<file path="src/rtl/fifo_pkg.sv">
// Shared widths, mask bit positions and half-state encodings for the 64-to-32 downsizer.
package fifo_pkg;

  localparam int HALF_W  = 32;
  localparam int WORD_W  = 64;
  localparam int MASK_HI = 1;
  localparam int MASK_LO = 0;

  localparam logic [1:0] ST_EMPTY = 2'd0;
  localparam logic [1:0] ST_HI    = 2'd1;
  localparam logic [1:0] ST_LO    = 2'd2;

  typedef enum logic [1:0] {
    S_EMPTY = ST_EMPTY,
    S_HI    = ST_HI,
    S_LO    = ST_LO
  } half_state_e;

  // The upper half always leaves first, so a pending upper half defines the state.
  function automatic half_state_e decode_state(input logic [1:0] pend);
    if (pend[MASK_HI]) return S_HI;
    if (pend[MASK_LO]) return S_LO;
    return S_EMPTY;
  endfunction

endpackage

</file>
<file path="src/rtl/fifo_1d_64to32_entry.sv">
// One 64-bit storage entry with per-half pending flags; clear beats load beats consume.
module fifo_1d_64to32_entry
  import fifo_pkg::*;
(
  input  logic              clk,
  input  logic              rst,
  input  logic              clr,
  input  logic              load,
  input  logic [WORD_W-1:0] load_word,
  input  logic [1:0]        load_mask,
  input  logic              consume,
  output logic [WORD_W-1:0] word,
  output logic [1:0]        pend
);

  logic [WORD_W-1:0] word_q, word_d;
  logic [1:0]        pend_q, pend_d;

  always_comb begin
    word_d = load ? load_word : word_q;
    pend_d = pend_q;
    if (clr) begin
      pend_d = 2'b00;
    end else if (load) begin
      pend_d = load_mask;
    end else if (consume) begin
      if (pend_q[MASK_HI]) pend_d[MASK_HI] = 1'b0;
      else                 pend_d[MASK_LO] = 1'b0;
    end
  end

  always_ff @(posedge clk) begin
    if (rst) pend_q <= 2'b00;
    else     pend_q <= pend_d;
  end

  // Data is qualified by the pending flags, so it needs no reset.
  always_ff @(posedge clk) begin
    word_q <= word_d;
  end

  assign word = word_q;
  assign pend = pend_q;

endmodule

</file>
<file path="src/rtl/fifo_1d_64to32.sv">
// 64-bit to 32-bit width downsizer, upper half first, with per-beat half mask.
// Define FIFO_1D_64TO32_SKID_EN to add a skid entry and a registered a_ready.
module fifo_1d_64to32
  import fifo_pkg::*;
(
  input  logic              clk,
  input  logic              rst,
  input  logic              flush,
  input  logic [WORD_W-1:0] a_data,
  input  logic [1:0]        a_mask,
  input  logic              a_valid,
  output logic              a_ready,
  output logic [HALF_W-1:0] b_data,
  output logic              b_valid,
  input  logic              b_ready
);

  logic [WORD_W-1:0] main_word, main_load_word;
  logic [1:0]        main_pend, main_load_mask;
  half_state_e       main_state;
  logic              main_load, last_half, main_free, b_fire, accept;

  assign main_state = decode_state(main_pend);
  assign last_half  = (main_state == S_LO) | ((main_state == S_HI) & !main_pend[MASK_LO]);
  assign b_valid    = |main_pend;
  assign b_data     = (main_state == S_HI) ? main_word[WORD_W-1:HALF_W] : main_word[HALF_W-1:0];
  assign b_fire     = b_valid & b_ready;
  assign main_free  = (main_state == S_EMPTY) | (b_fire & last_half);
  // Mask-00 beats complete the handshake but never touch storage.
  assign accept     = a_valid & a_ready & !flush & (|a_mask);

`ifdef FIFO_1D_64TO32_SKID_EN
  logic [WORD_W-1:0] skid_word;
  logic [1:0]        skid_pend;
  logic              skid_full, skid_move, skid_load;
  logic              a_ready_q, a_ready_d;

  assign skid_full      = |skid_pend;
  assign skid_move      = main_free & skid_full;
  assign skid_load      = accept & !(main_free & !skid_full);
  assign main_load      = skid_move | (accept & main_free & !skid_full);
  assign main_load_word = skid_move ? skid_word : a_data;
  assign main_load_mask = skid_move ? skid_pend : a_mask;

  always_comb begin
    a_ready_d = !(skid_load | (skid_full & !skid_move));
  end

  // a_ready tracks next-cycle skid occupancy so it never depends on b_ready.
  always_ff @(posedge clk) begin
    if (rst || flush) a_ready_q <= 1'b1;
    else              a_ready_q <= a_ready_d;
  end

  assign a_ready = a_ready_q | flush;

  fifo_1d_64to32_entry u_skid (
    .clk       (clk),
    .rst       (rst),
    .clr       (flush | skid_move),
    .load      (skid_load),
    .load_word (a_data),
    .load_mask (a_mask),
    .consume   (1'b0),
    .word      (skid_word),
    .pend      (skid_pend)
  );
`else
  assign main_load      = accept;
  assign main_load_word = a_data;
  assign main_load_mask = a_mask;
  assign a_ready        = flush | (main_state == S_EMPTY) | (b_ready & last_half);
`endif

  fifo_1d_64to32_entry u_main (
    .clk       (clk),
    .rst       (rst),
    .clr       (flush),
    .load      (main_load),
    .load_word (main_load_word),
    .load_mask (main_load_mask),
    .consume   (b_fire),
    .word      (main_word),
    .pend      (main_pend)
  );

endmodule

</file>
<file path="config.mk">
export PLATFORM = sky130hd
export DESIGN_NAME = fifo_1d_64to32
export DESIGN_NICKNAME = d
export VERILOG_FILES = /design/src/rtl/fifo_pkg.sv /design/src/rtl/fifo_1d_64to32_entry.sv /design/src/rtl/fifo_1d_64to32.sv
export SDC_FILE = /design/constraint.sdc
export NUM_CORES = 1
export LEC_CHECK = 0
export ABC_CLOCK_PERIOD_IN_PS = 9900
export BUFFER_PORTS_ARGS = -buffer_cell sky130_fd_sc_hd__buf_2
export CAP_MARGIN = 5
export CORE_UTILIZATION = 24
export DETAILED_ROUTE_END_ITERATION = 10
export SLEW_MARGIN = 20
export SYNTH_ARGS = -nofsm -noshare
export SYNTH_HDL_FRONTEND = slang
export SYNTH_HIERARCHICAL = 1
export SYNTH_SLANG_ARGS = --single-unit
</file>
<file path="constraint.sdc">
create_clock -name clk -period 9.9 [get_ports clk]
set_clock_uncertainty 0.1 [all_clocks]
set_input_delay 0.99 -clock clk [delete_from_list [all_inputs] [get_ports clk]]
set_output_delay 0.99 -clock clk [all_outputs]
set_load 0.02 [all_outputs]
</file>
==> results.toml <==
[pwr]
p_per_area_mw_per_mm2 = 161
power.leakage_nw = 1.37
irDropWorstVdd_v = 0.0000648

[die]
fp.dieW_um = 106
io_pins = 105
die-area_mm2 = 0.0113
core_area_mm2 = 0.0104
start_util = 0.251
row_count = 37
die_h_um = 106

[setup_path]
r2r-start = "u_main/pend[1]"
path_buf_inv = 2
cp_top_family = "flip-flops"
end_kind = "output port"
rrSetupSlack_ps = 7130
r2r-end = "u_main/pend[0]"
worst_setup_path_start_kind = "register"
rr_worst_depth = 8
critPathLaunch = "u_main/pend[1]"
path_cells = "inv_1, ha_1, a211o_1, buf_2"
cp.required_ps = 8810
max_stage_delay_ps = 760
crit_fanout = 35
crit_slowest_cell = "dfxtp_4"
crit_arrival_ps = 1980
critical_path_class = "register to output port"

[logic_synthesis]
synthFlopType = "edfxtp_1"
avgSynthCellArea_um2 = 22.3
synth_warnings = 6
synth-edff-count = 64
syn-cell-area_mm2 = 0.00261
synth-async-reset-ratio = 0
synth_area_leader_cell = "edfxtp_1"
syn-num-nets = 189
postSynthCellCount = 117
ys_seq_area_frac = 0.751
netlist.area_leader.share = 0.736
synth.area.top_cells = "edfxtp_1 74%, mux2_4 17%, buf_12 2.3%"
synth_seq_cells = 66
synth_cell_type_count = 17

[route]
routed_via_density = 3.83
vias = 1417
drtIter0Drc = 78
wl_per_cell_um = 12.5
final_antenna_net_count = 0
first_pass_iters = 4
wl_mm = 4.61
drc = 0

[clock_tree]
cts_inserted_buffers = 9
cts-resized-gates = 0
htree_num_levels = 3
cts-root-buf = "clkbuf_8"
cts_setup_buffers = 0
clock-sinks = 66
ctsHoldBuffers = 0
insertion_delay_ps = 330
cts_tree = "done"
clockBufferDepth = 2
clkTransAtPathRegs_ps = 70

[timing]
max_freq_ghz = 0.325
worst_slack_ps = 6830
hold_viol_final = 0
final.setup.tns_ps = 0
min_period_ps = 3070
fin_crit_sh = 0.310
maxSlewViolCount = 0
setup_viol = 0
rsz0062_at_grt = "false"
worst_pin_slew_ps = 841
max_slew_margin = 0.439

[finish]
drive_gt1_frac = 0.658
fillers = 1014
final_cell_mix = "104 x buf_2, 64 x edfxtp_1, 29 x mux2_4"
fin_area_mm2 = 0.00341
final_common_cell = "buf_2"
layout.nets = 301
area_growth_pct = 30.6
fin_cells = 370
antennaDiodeCount = 0

[job]
drv_cap = 0

[worst_hold_path]
hold_depth = 3
min_from = "u_main/pend[0]"
min_to = "u_main/pend[0]"
hold_class = "register to register"

[global_routing]
grt_antenna_before_repair = 0
grt_pass1_wl_mm = 6.96
grt_pass1_vias = 1433
grt_max_degree = 69
grt_usage = 0.0865
overflow = 0

[place]
dp_slack_ps = 7040
gp_congestion = 0.615
port_buffers = 104
place_hpwl_mm = 3.10
dp_cells = 354
place_area_mm2 = 0.00326

[outcome]
status = "finished, final reports clean"
state kept, by name (all words and copies together), names as in the netlist:
register     count
u_main/word     64
u_main/pend      2
power by group:
group / switching, mW / total (mW) / internal (mW) / leakage, nW
Sequential: 0.00380 / 0.323 / 0.319 / 0.611
Clock: 0.0927 / 0.182 / 0.0889 / 0.0816
Combinational: 0.0225 / 0.0458 / 0.0232 / 0.674
Total: 0.119 / 0.551 / 0.432 / 1.37
stage by stage:
step	hold slack [ps]	utilization	total power, mW
after detailed placement	567	0.313	0.376
after global routing	637	0.328	0.579
final	583	0.328	0.551
after global placement	538	0.313	0.375
after floorplan	510	-	0.355
after CTS	587	0.328	0.563
synth_stat cells, types with 2 or more instances:
cell type,number
buf_12,3
dfxtp_1,2
edfxtp_1,64
inv_1,3
mux2_2,3
mux2_4,29
nor2b_1,2
nor3_2,2
final cells by class:
cell class,count,area (um2),share of cell area
sequential,66,1970,0.576
inverter,3,11.3,0.00330
multi-input combinational,44,583,0.171
clock buffer,12,135,0.0396
timing repair buffer,105,528,0.155
tap,136,170,0.0499
clock inverter,4,18.8,0.00550
per-layer routing:
layer / routed length (um) / GRT usage / up-vias
met4: 70 / 0.0536 / 0
met2: 2290 / 0.130 / 68
met3: 382 / 0.0441 / 6
li1: - / - / 680
met1: 1860 / 0.0965 / 663
met5: 0 / 0 / -
cell families after synthesis:
family / count (synthesis) / share of synthesized area
buffers and inverters: 7 / 0.0316
AO/OA/AOI/OAI: 3 / 0.00814
multiplexers: 32 / 0.180
adder cells (fa/ha/maj): 1 / 0.00479
flip-flops: 66 / 0.751
AND/OR/NAND/NOR: 8 / 0.0249
worst max-delay path by stage:
stage	slack (ps)	cells past startpoint	to
2_1_floorplan	1060	4	u_main/pend[0]
3_3_place_gp	6780	8	u_main/pend[0]
3_5_place_dp	7040	8	u_main/pend[0]
4_1_cts	6740	4	a_ready
5_1_grt	6690	4	a_ready
6_report	6830	4	a_ready
worst register-to-register path, delay by kind of cell (launching register included):
family          cells  cell delay, ps
buf+inv             2             810
simple gates        3             330
flops               1             760
compound gates      2             350
fa+ha+maj           1             310
(Power assumes the default switching activity.)
